==> src/rtl/sha256_digest_reader.sv <==
// rtl/sha256_digest_reader.sv - snapshots a SHA-256 digest and streams it one 32-bit word per transfer
// Optional: SHA256_DIGEST_BYTESWAP_EN byte-reverses each output word for little-endian consumers.
module sha256_digest_reader #(
   parameter int NUM_WORDS = 8
) (
   input  logic                   CLK,
   input  logic                   RST,
   input  logic                   digest_valid,
   input  logic [32*NUM_WORDS-1:0] digest_i,
   output logic                   digest_ready,
   output logic                   out_valid,
   output logic [31:0]            out_data,
   output logic                   out_last,
   input  logic                   out_ready,
   output logic                   busy,
   output logic [2:0]             word_idx
);

   typedef enum logic {IDLE, SEND} state_t;

   localparam logic [2:0] LAST_IDX = 3'(NUM_WORDS - 1);

   state_t                   state;
   logic [32*NUM_WORDS-1:0]  shadow;
   logic [2:0]               idx;
   logic [31:0]              word;

   always_ff @(posedge CLK or posedge RST) begin
      if (RST) begin
         state  <= IDLE;
         shadow <= '0;
         idx    <= '0;
      end else begin
         case (state)
            IDLE: begin
               if (digest_valid) begin
                  shadow <= digest_i;
                  idx    <= '0;
                  state  <= SEND;
               end
            end
            SEND: begin
               if (out_ready) begin
                  if (idx == LAST_IDX) begin
                     idx   <= '0;
                     state <= IDLE;
                  end else begin
                     idx <= idx + 3'd1;
                  end
               end
            end
            default: begin
               state <= IDLE;
               idx   <= '0;
            end
         endcase
      end
   end

   // H0 lives in the top word of the snapshot, so word k counts down from the MSB end.
   always_comb begin
      word = '0;
      for (int k = 0; k < NUM_WORDS; k++) begin
         if (idx == 3'(k))
            word = shadow[32*(NUM_WORDS-k)-1 -: 32];
      end
   end

   assign busy         = (state == SEND);
   assign digest_ready = ~busy;
   assign out_valid    = busy;
   assign out_last     = busy && (idx == LAST_IDX);
   assign word_idx     = idx;

`ifdef SHA256_DIGEST_BYTESWAP_EN
   assign out_data = busy ? {word[7:0], word[15:8], word[23:16], word[31:24]} : 32'd0;
`else
   assign out_data = busy ? word : 32'd0;
`endif

endmodule
==> config.mk <==
export PLATFORM = sky130hd
export DESIGN_NAME = sha256_digest_reader
export DESIGN_NICKNAME = d
export VERILOG_FILES = /design/src/rtl/sha256_digest_reader.sv
export SDC_FILE = /design/constraint.sdc
export NUM_CORES = 1
export LEC_CHECK = 0
export CAP_MARGIN = 10
export CORE_MARGIN = 8
export CORE_UTILIZATION = 54
export CTS_CLUSTER_SIZE = 10
export DETAILED_ROUTE_END_ITERATION = 8
export PLACE_DENSITY = 0.95
export SLEW_MARGIN = 20
export SYNTH_ARGS = -nofsm -noshare
export SYNTH_HDL_FRONTEND = slang
export SYNTH_SLANG_ARGS = --single-unit
==> constraint.sdc <==
create_clock -name CLK -period 14.95 [get_ports CLK]
set_clock_uncertainty 0.05 [all_clocks]
set_input_delay 3.7375 -clock CLK [delete_from_list [all_inputs] [get_ports CLK]]
set_output_delay 3.7375 -clock CLK [all_outputs]
set_load 0.02 [all_outputs]
Word-level counts from Yosys, hierarchy flattened
Cells that the tools add are included.
{"block": "totals", "ff_bits": 260, "in_bits": 260, "out_inout_bits": 39, "word_cells": 35}
{"block": "op_classes", "add_sub_neg": 1, "eq_ne": 9, "muxes": 17, "n_bitwise": 1, "reduce_logical": 4}
{"operator": "$mux W32", "n": 9}
{"operator": "$eq A3 B3 Y1 const B", "n": 4}
{"operator": "$mux W3", "n": 3}
{"operator": "$eq A3 B2 Y1 const B", "n": 2}
{"operator": "$pmux W3 S2", "n": 1}
{"operator": "$ne A2 B2 Y1 const B", "n": 2}
{"operator": "$reduce_and A2 Y1", "n": 2}
{"operator": "$add A3 B1 Y3 const B", "n": 1}
{"operator": "$eq A3 B1 Y1 const B", "n": 1}
{"operator": "$logic_not A3 Y1", "n": 1}
{"operator": "$mux W1", "n": 3}
{"operator": "$pmux W1 S2", "n": 1}
{"operator": "$logic_and A1 B1 Y1", "n": 1}
{"operator": "$not A1 Y1", "n": 1}

Longest topological paths before layout
Gate-level depths: netlist of run 1.
{"block": "logic_depth", "word_depth": 10, "ltp_mapped": 10, "depth_no_buf": 6}

Worst setup path after synthesis of run 1
Ideal clock, no wire load.
{"block": "synth_timing", "kind": "register -> output", "startpoint": "reg idx[2], in the netlist word_idx[2]", "endpoint": "out out_data[27]", "t_arrival_ns": 2.120, "required_ns": 11.163, "slack_ns": 9.042, "path_stages_with_launch": 10, "path_buffers": 3, "path_cell_list": "dfrtp_1 buf_2 inv_2 clkbuf_1 ha_1 a21boi_2 clkbuf_1 nand2_1 a21oi_1 o21a_1"}
{"block": "synth_via", "elab_chain_cells": 10, "word_cells_on_any_way": 17, "classes_between": "7 x eq/ne; 9 x mux; 1 x reduce/logical"}
{"element": "start, declared", "line": "25", "rtl": "logic [2:0] idx;"}
{"element": "start signal, assigned", "line": "48", "rtl": "idx <= idx + 3'd1;"}
{"element": "$logic_not A3 Y1", "line": "64", "rtl": "if (idx == 3'(k))"}
{"element": "$mux W32 (7 in series)", "line": "64"}
{"element": "$mux W32 (*)", "line": "64"}
{"element": "$mux W32 (*)", "line": "78", "rtl": "assign out_data = busy ? word : 32'd0;"}
{"element": "end, declared", "line": "12", "rtl": "output logic [31:0] out_data,"}
Mark *: on every way between the ends. The rest lies on a longest branch, timed or not.

Final worst setup path of run 1
{"block": "layout_timing", "startpoint": "reg idx[0], in the netlist word_idx[0]", "endpoint": "out out_data[15]"}
Same word-level chain as after synthesis.

==> results of run 1 <==
==> cells in the mapped netlist (3+ instances only) <==
| cell type | number |
|---|---|
| mux2_1 | 176 |
| nand2_1 | 58 |
| inv_2 | 3 |
| o21a_1 | 31 |
| o21ai_0 | 124 |
| a31oi_1 | 32 |
| a221oi_2 | 29 |
| dfrtp_1 | 260 |
| clkbuf_1 | 39 |
| buf_6 | 8 |
| ha_1 | 6 |
| mux2_2 | 58 |
| a21o_1 | 23 |
| nor2_1 | 4 |
| buf_2 | 39 |
| a21oi_1 | 95 |
| inv_1 | 27 |
| o21ai_1 | 4 |
==> per-layer routing <==
metal | vias up | track usage [%] | part of all wire, %
li1 | 4224 | - | -
met1 | 4934 | 39.1 | 42
met2 | 614 | 41.8 | 45
met3 | 140 | 5.74 | 8.0
met4 | 2 | 14.4 | 5.1
met5 | - | 0 | 0.032
==> worst min path at each step <==
stage                     start     endpoint  slack [ns]  cells past startpoint
floorplan           shadow[191]  shadow[191]        0.40                      1
global placement    shadow[191]  shadow[191]        0.41                      1
detailed placement  shadow[175]  shadow[175]        0.42                      1
CTS                 shadow[163]  shadow[163]        0.43                      1
global route        shadow[163]  shadow[163]        0.44                      1
finish              shadow[163]  shadow[163]        0.43                      1
==> layout make-up <==
cell class                 instances  share of cell area, %
inverter                          30                  0.744
antenna                            8                  0.124
clock buffer                      36                   5.04
sequential                       260                   40.3
clock inverter                     1                 0.0310
tap                              285                   2.21
timing repair buffer             309                   19.1
multi-input combinational        655                   32.5
==> report_power, final <==
part           total (uW)  internal (uW)  switching, uW
registers            1270           1050            225
logic                1640            748            887
clock network         642            374            268
total                3550           2170           1380
==> cells by family (layout without fill, tap and decap cells) <==
kind of cell / count (synthesis) / in the layout / share of synthesized area [%]
other cells: 0 / 8 / 0
fa+ha+maj: 6 / 6 / 0.611
buf+inv: 118 / 376 / 4.55
flops: 260 / 260 / 53.0
compound gates: 346 / 346 / 18.1
mux: 234 / 234 / 21.5
simple gates: 69 / 69 / 2.27
==> layout by cell type, fill, tap and decap left out, drive strengths merged, types with 3 or more instances in the layout <==
cell type      instances
clkdlybuf4s50        298
diode                  8
a21o                  23
nor2                   5
buf                   11
o21a                  31
a31oi                 32
dfrtp                260
a21oi                 95
clkbuf                36
mux2                 234
nand2                 58
ha                     6
nor2b                  3
o21ai                128
inv                   30
a221oi                31
==> registers in the layout, indices dropped and copies added (netlist names) <==
name / count
shadow: 256
word_idx: 3
busy: 1
==> critical path, stage by stage (launching register included) <==
cell and delay, ns:
dfrtp_1 0.46, inv_1 0.12, ha_2 0.72, nor2b_4 1.05, a221oi_2 0.11, a21oi_1 0.40
o21a_1 0.22, clkdlybuf4s50_1 0.62
==> through the flow <==
stage / cell area [um2] / total power, uW / util (%) / setup slack (ns) / hold WS, ns
floorplan: 12300 / 2240 / - / 4.01 / 0.398
global placement: 15300 / 2790 / 68.0 / 7.63 / 0.410
detailed placement: 15300 / 2860 / 68.0 / 7.54 / 0.419
CTS: 16100 / 3540 / 71.7 / 6.96 / 0.433
global route: 16200 / 3720 / 71.8 / 6.77 / 0.437
finish: 16200 / 3550 / 71.8 / 6.90 / 0.430
==> flow_summary.yaml, run 1 <==
grt:
  grt_pass1_vias: 10461
  overflow: 0
  antenna_found_initial: 9
  grt_start_max_net_pins: 181
  grt_pass1_wl_um: 62100
  grtUsageTotal_pct: 28.3
timing:
  finalSetupViolations: 0
  maxSlewHeadroom_pct: 23.8
  worst_pin_slew_ns: 1.14
  slew_violations: 0
  period_minus_slack_ns: 8.05
  hold_viol: 0
  fin_tns_setup_ns: 0
  fmax_ghz: 0.124
  finalCritPeriodShare_pct: 53.9
  rsz0062_at_grt: "no"
worst_setup_path:
  crit_type: "reg2out"
  cp_max_fo: 35
  required_ns: 11.16
  r2r.worst_path.cells: 5
  rrSetupSlack_ns: 10.99
  r2r_end: "shadow[136]"
  crit_start: "word_idx[0]"
  critPathCapture: "out_data[15]"
  start_kind: "flop"
  r2r-start: "busy"
  cp.arrival_ns: 4.27
  crit_path_end_kind: "output pin"
synthesis:
  synth_top_cell_area_share_pct: 53.0
  ys_seq_elements: 260
  yosysUniqueCellTypes: 32
  synth_edf_count: 0
  synthArstFlopShare_pct: 100
  yosys_warnings: 0
  syn-num-nets: 1299
  ys_seq_area_share_pct: 53.0
  ys.flop_type: "dfrtp_1"
  netlist_area_um2: 12300
  syn_area_per_cell_um2: 11.9
  synth_area_leaders: "dfrtp_1 53%, mux2_1 16%, mux2_2 5.3%, o21ai_0 5.1%, a21oi_1 3.9%"
  synthCells: 1033
  yosysTopAreaCell: "dfrtp_1"
clock_tree:
  cts_setup_buffers: 0
  numCtsBuffers: 30
  cts.clk_slew.worst_paths_ns: 0.06
  cts_tree: "yes"
  clock-sinks: 260
  postCtsHoldBufs: 0
  root_buffer: "clkbuf_16"
  clock_latency_ns: 0.54
  clock_path_buffers: 3
  cts_resized: 0
  htree_levels: 1
floorplanning:
  chipWidth_um: 167
  pin_count: 299
  die_h_um: 167
  rows: 55
  dieArea_um2: 27800
  core_area_um2: 22500
  initial_core_util_pct: 54.6
detailed_routing:
  totalWireLength_um: 40000
  antenna_left: 0
  first_pass_iters: 7
  avgViaCountPerCell: 6.26
  vias: 9914
  drc: 0
  first_iter_violations: 915
  wl_per_cell_um: 25.3
final_layout:
  nFillCells: 1448
  multi_input_area_um2: 5250
  seqCellArea_um2: 6510
  final_nets: 1552
  area_growth_syn_to_layout_pct: 31.5
  drive_above_1_share_pct: 11.1
  final_cells: 1584
placement:
  gp_congestion: 0.928
  dp_hpwl_um: 27000
  io_buffers: 298
  dpl.cell_count: 1539
hold_path:
  min_path_type: "reg2reg"
power:
  p_leak_uw: 0.00682
  pwr_density_cell_nw_per_um2: 220
  ir_drop_mv: 0.162
flow_run:
  maxCapViolations: 0
run_status:
  status: "finished clean"
Note: power is estimated with default switching activity, not from simulation.
==> inputs of run 2 (changes only) <==
Settings changed: CORE_UTILIZATION 54 to 50, PLACE_DENSITY 0.95 to 0.92.
Clock period 14.95 ns to 7.85 ns, I/O delays scaled along.
==> run 2 against run 1 <==
Net effect:
- first-iteration DRC count is 9.1% higher
- cell area increased by 0.41%
- non-clock buffer count stayed put
- critical path depth did not move
- register-to-register slack worse by 5.9 ns
- routed wire length shrank 1.7%
- largest cell class unchanged
- highest routed layer unchanged
==> flow_summary.yaml, run 2 (synthesis results as in run 1) <==
final_layout:
  largest_reg_flops: 256
  regMostFlops: "shadow"
  final_cell_mix: "298 x clkdlybuf4s50_1, 260 x dfrtp_1, 176 x mux2_1, 124 x o21ai_0, 95 x a21oi_1"
  nFillCells: 1732
  area_growth_syn_to_layout_pct: 32.0
  final_common_cell: "clkdlybuf4s50_1"
  design_area_um2: 16200
  multi_input_area_um2: 5250
  seqCellArea_um2: 6510
  final_nets: 1552
  drive_above_1_share_pct: 11.0
clock_tree:
  clock_latency_ns: 0.55
  cts_setup_buffers: 0
  cts.clk_slew.worst_paths_ns: 0.05
  cts_resized: 0
  clock-sinks: 260
  root_buffer: "clkbuf_16"
  numCtsBuffers: 30
  clock_path_buffers: 3
  postCtsHoldBufs: 0
  cts_tree: "yes"
  htree_levels: 1
timing:
  whs_ns: 0.430
  rsz0062_at_grt: "no"
  fin_ws_ns: 1.68
  finalCritPeriodShare_pct: 78.7
  fmax_ghz: 0.162
  slew_violations: 0
  worst_pin_slew_ns: 1.13
  finalSetupViolations: 0
  period_minus_slack_ns: 6.17
  hold_viol: 0
  maxSlewHeadroom_pct: 24.3
  fin_tns_setup_ns: 0
detailed_routing:
  drc: 0
  first_iter_violations: 998
  antenna_left: 0
  totalWireLength_um: 39400
  wl_per_cell_um: 24.3
  first_pass_iters: 7
  avgViaCountPerCell: 6.03
  vias: 9793
hold_path:
  min_path_type: "reg2reg"
power:
  p_comb_share_pct: 45.3
  ir_drop_mv: 0.394
  p_int_uw: 4140
  seqPwrFrac_pct: 36.5
  pwr_density_cell_nw_per_um2: 415
  p_clk_share_pct: 18.2
  p_sw_share_pct: 38.5
  power_switching_uw: 2590
  p_leak_uw: 0.00683
grt:
  grt_start_max_net_pins: 179
  grt_pass1_vias: 10155
  grt_pass1_wl_um: 60400
  overflow: 0
  grtUsageTotal_pct: 25.4
  antenna_found_initial: 9
floorplanning:
  pin_count: 299
  rows: 57
  core_area_um2: 24200
  chipWidth_um: 173
  die_h_um: 173
  initial_core_util_pct: 50.7
  dieArea_um2: 29800
placement:
  dp_slack_ns: 2.24
  dp_hpwl_um: 27700
  io_buffers: 298
  gp_congestion: 0.915
  dpl_cell_area_um2: 15400
worst_setup_path:
  r2r-start: "busy"
  cp.arrival_ns: 4.16
  cp_max_fo: 35
  required_ns: 5.84
  crit_type: "reg2out"
  critPathCapture: "out_data[20]"
  rrSetupSlack_ns: 5.10
  r2r.worst_path.cells: 4
  crit_start: "word_idx[0]"
  start_kind: "flop"
  crit_path_end_kind: "output pin"
  r2r_end: "shadow[14]"
flow_run:
  maxCapViolations: 0
run_status:
  status: "finished clean"
[run 2: layout make-up]
class	instances	share of cell area [%]
Antenna cell	6	0.0926
Clock buffer	39	5.09
Inverter	30	0.718
Multi-Input combinational cell	655	32.3
Sequential cell	260	40.1
Tap cell	324	2.50
Timing Repair Buffer	309	19.1
[run 2: power by group through the flow]
stage / logic [uW] / registers (uW) / clock network [uW]
after floorplan: 2000 / 2260 / 0
after global placement: 2930 / 2400 / 0
after detailed placement: 3010 / 2440 / 0
after CTS: 3040 / 2430 / 1250
after global routing: 3280 / 2500 / 1300
final: 3050 / 2460 / 1230
[run 2: how the worst min path moves through the flow]
stage | startpoint | end | slack, ns | cells past startpoint
final | shadow[86] | shadow[86] | 0.43 | 1
after CTS | shadow[86] | shadow[86] | 0.43 | 1
after detailed placement | shadow[86] | shadow[86] | 0.42 | 1
after global routing | shadow[170] | shadow[170] | 0.45 | 1
after floorplan | shadow[191] | shadow[191] | 0.40 | 1
after global placement | shadow[162] | shadow[162] | 0.41 | 1
[run 2: critical path: stages, from the launching register on]
cell and delay [ns]:
dfrtp_1 0.46, inv_1 0.12, ha_2 0.70, nor2b_4 1.02, a221oi_2 0.10, a21oi_1 0.39
o21a_1 0.20, clkdlybuf4s50_1 0.62
[run 2: per-stage QoR]
stage	utilization (%)	power [uW]	cells
after global routing	66.9	7090	1622
after global placement	63.4	5330	1578
after CTS	66.8	6720	1617
final	66.9	6730	1623
after floorplan	-	4260	1033
after detailed placement	63.4	5450	1578
[run 2: per-layer routing]
layer | vias up | wire [um] | global-route usage, %
li1 | 4212 | - | -
met1 | 4842 | 16500 | 35.7
met2 | 597 | 17400 | 37.6
met3 | 134 | 3520 | 4.94
met4 | 8 | 1900 | 11.6
met5 | - | 55 | 0
==> inputs of run 3 (changes only) <==
Settings changed: CORE_UTILIZATION 50 to 45, PLACE_DENSITY 0.92 to 0.88.
Clock period 7.85 ns to 5.1 ns, I/O delays scaled along.
==> run 3 against run 2 <==
Net effect:
- sequential share of layout area shrank 0.40 points
- via count down 3.4%
- sequential cell count is the same
- cell area rose by 1.0%
- critical path depth up 1
- die area grew 10%
- hold slack improved by 0.0041 ns
- first-iteration DRC count is 30% lower
- combinational power up 59%
- routed wire length decreased by 1.7%
- largest cell class unchanged
==> flow_summary.yaml, run 3 (synthesis results as in run 1) <==
detailed_routing:
  drc: 0
  first_iter_violations: 696
  first_pass_iters: 5
  antenna_left: 0
  vias: 9461
  totalWireLength_um: 38700
  avgViaCountPerCell: 5.73
  wl_per_cell_um: 23.4
grt:
  grt_pass1_wl_um: 59500
  overflow: 0
  grt_pass1_vias: 10205
  grt_start_max_net_pins: 102
  antenna_found_initial: 7
  grtUsageTotal_pct: 22.9
timing:
  hold_viol: 0
  finalCritPeriodShare_pct: 94.4
  fin_tns_setup_ns: 0
  slew_violations: 0
  period_minus_slack_ns: 4.82
  worst_pin_slew_ns: 0.862
  rsz0062_at_grt: "no"
  finalSetupViolations: 0
  fmax_ghz: 0.208
  maxSlewHeadroom_pct: 42.5
worst_setup_path:
  start_kind: "flop"
  required_ns: 3.77
  cp_max_fo: 15
  crit_type: "reg2out"
  crit_path_end_kind: "output pin"
  cp.arrival_ns: 3.49
final_layout:
  largest_reg_flops: 256
  drive_above_1_share_pct: 11.8
  final_nets: 1564
  area_growth_syn_to_layout_pct: 33.3
  final_cell_mix: "298 x clkdlybuf4s50_1, 260 x dfrtp_1, 176 x mux2_1, 124 x o21ai_0, 95 x a21oi_1"
  nFillCells: 2086
  regMostFlops: "shadow"
  final_common_cell: "clkdlybuf4s50_1"
clock_tree:
  htree_levels: 1
  postCtsHoldBufs: 0
  root_buffer: "clkbuf_16"
  numCtsBuffers: 30
  clock_path_buffers: 3
  cts.clk_slew.worst_paths_ns: 0.06
  cts_setup_buffers: 0
  cts_resized: 0
  clock_latency_ns: 0.55
  cts_tree: "yes"
  clock-sinks: 260
power:
  p_comb_share_pct: 46.2
  p_clk_share_pct: 18.1
  p_sw_share_pct: 38.6
  power_switching_uw: 4040
  finalPower_uw: 10500
  p_int_uw: 6430
  seqPwrFrac_pct: 35.7
  p_leak_uw: 0.00690
  ir_drop_mv: 0.505
  pwr_density_cell_nw_per_um2: 639
placement:
  gp_congestion: 0.875
  dp_hpwl_um: 27300
  io_buffers: 298
floorplanning:
  pin_count: 299
  initial_core_util_pct: 45.7
  chipWidth_um: 181
  rows: 60
  core_area_um2: 26900
  die_h_um: 181
  dieArea_um2: 32800
run_status:
  status: "finished clean"
hold_path:
  min_path_type: "reg2reg"
flow_run:
  maxCapViolations: 0
[run 3: worst paths after layout]
check / startpoint / endpoint / slack [ns] / cells past startpoint
hold / removal: shadow[182] / shadow[182] / 0.43 / 1
hold reg to reg: shadow[182] / shadow[182] / 0.43 / 1
setup / recovery: word_idx[0] / out_data[12] / 0.28 / 8
max in group asynchronous: RST / shadow[99] / 2.89 / 4
setup reg to reg: busy / shadow[143] / 2.63 / 4
min in group asynchronous: RST / shadow[153] / 1.03 / 2
[run 3: routing by layer]
metal / share of wire, % / track usage (%)
met1: 44 / 30.7
met2: 44 / 34.8
met3: 7.5 / 5.58
met4: 4.5 / 10.2
met5: 0.070 / 0
[run 3: final cells by class]
class,instances,area [um2],area share [%]
flip-flops and latches,260,6510,39.7
multi-input cells,655,5250,32.0
repair buffers,321,3240,19.8
clock buffers,39,826,5.04
well taps,341,427,2.61
inverters,30,119,0.726
diodes,5,12.5,0.0764
[run 3: metrics by stage]
step                setup WS [ns]  hold slack [ns]  utilization [%]  instances  cell area, um2
CTS                         0.191            0.432             60.8       1645           16300
global route                0.116            0.450             60.9       1651           16400
global placement            0.881            0.412             57.7       1606           15500
detailed placement          0.770            0.419             57.7       1606           15500
finish                      0.283            0.435             60.9       1651           16400
floorplan                   0.347            0.398                -       1033           12300
[run 3: power by group through the flow]
| stage | Combinational (uW) | Clock [uW] | Sequential [uW] |
|---|---|---|---|
| finish | 4840 | 1900 | 3740 |
| global placement | 4660 | 0 | 3700 |
| detailed placement | 4790 | 0 | 3730 |
| floorplan | 3080 | 0 | 3480 |
| CTS | 4840 | 1930 | 3710 |
| global route | 5190 | 2010 | 3840 |
[run 3: worst max-delay path, stage by stage, from the launching register on]
cell and delay (ns):
dfrtp_1 0.48, ha_1 0.23, ha_1 0.21, or2_2 0.44
buf_4 0.33, a221oi_2 0.05, a21oi_1 0.38, o21a_1 0.22
clkdlybuf4s50_1 0.61
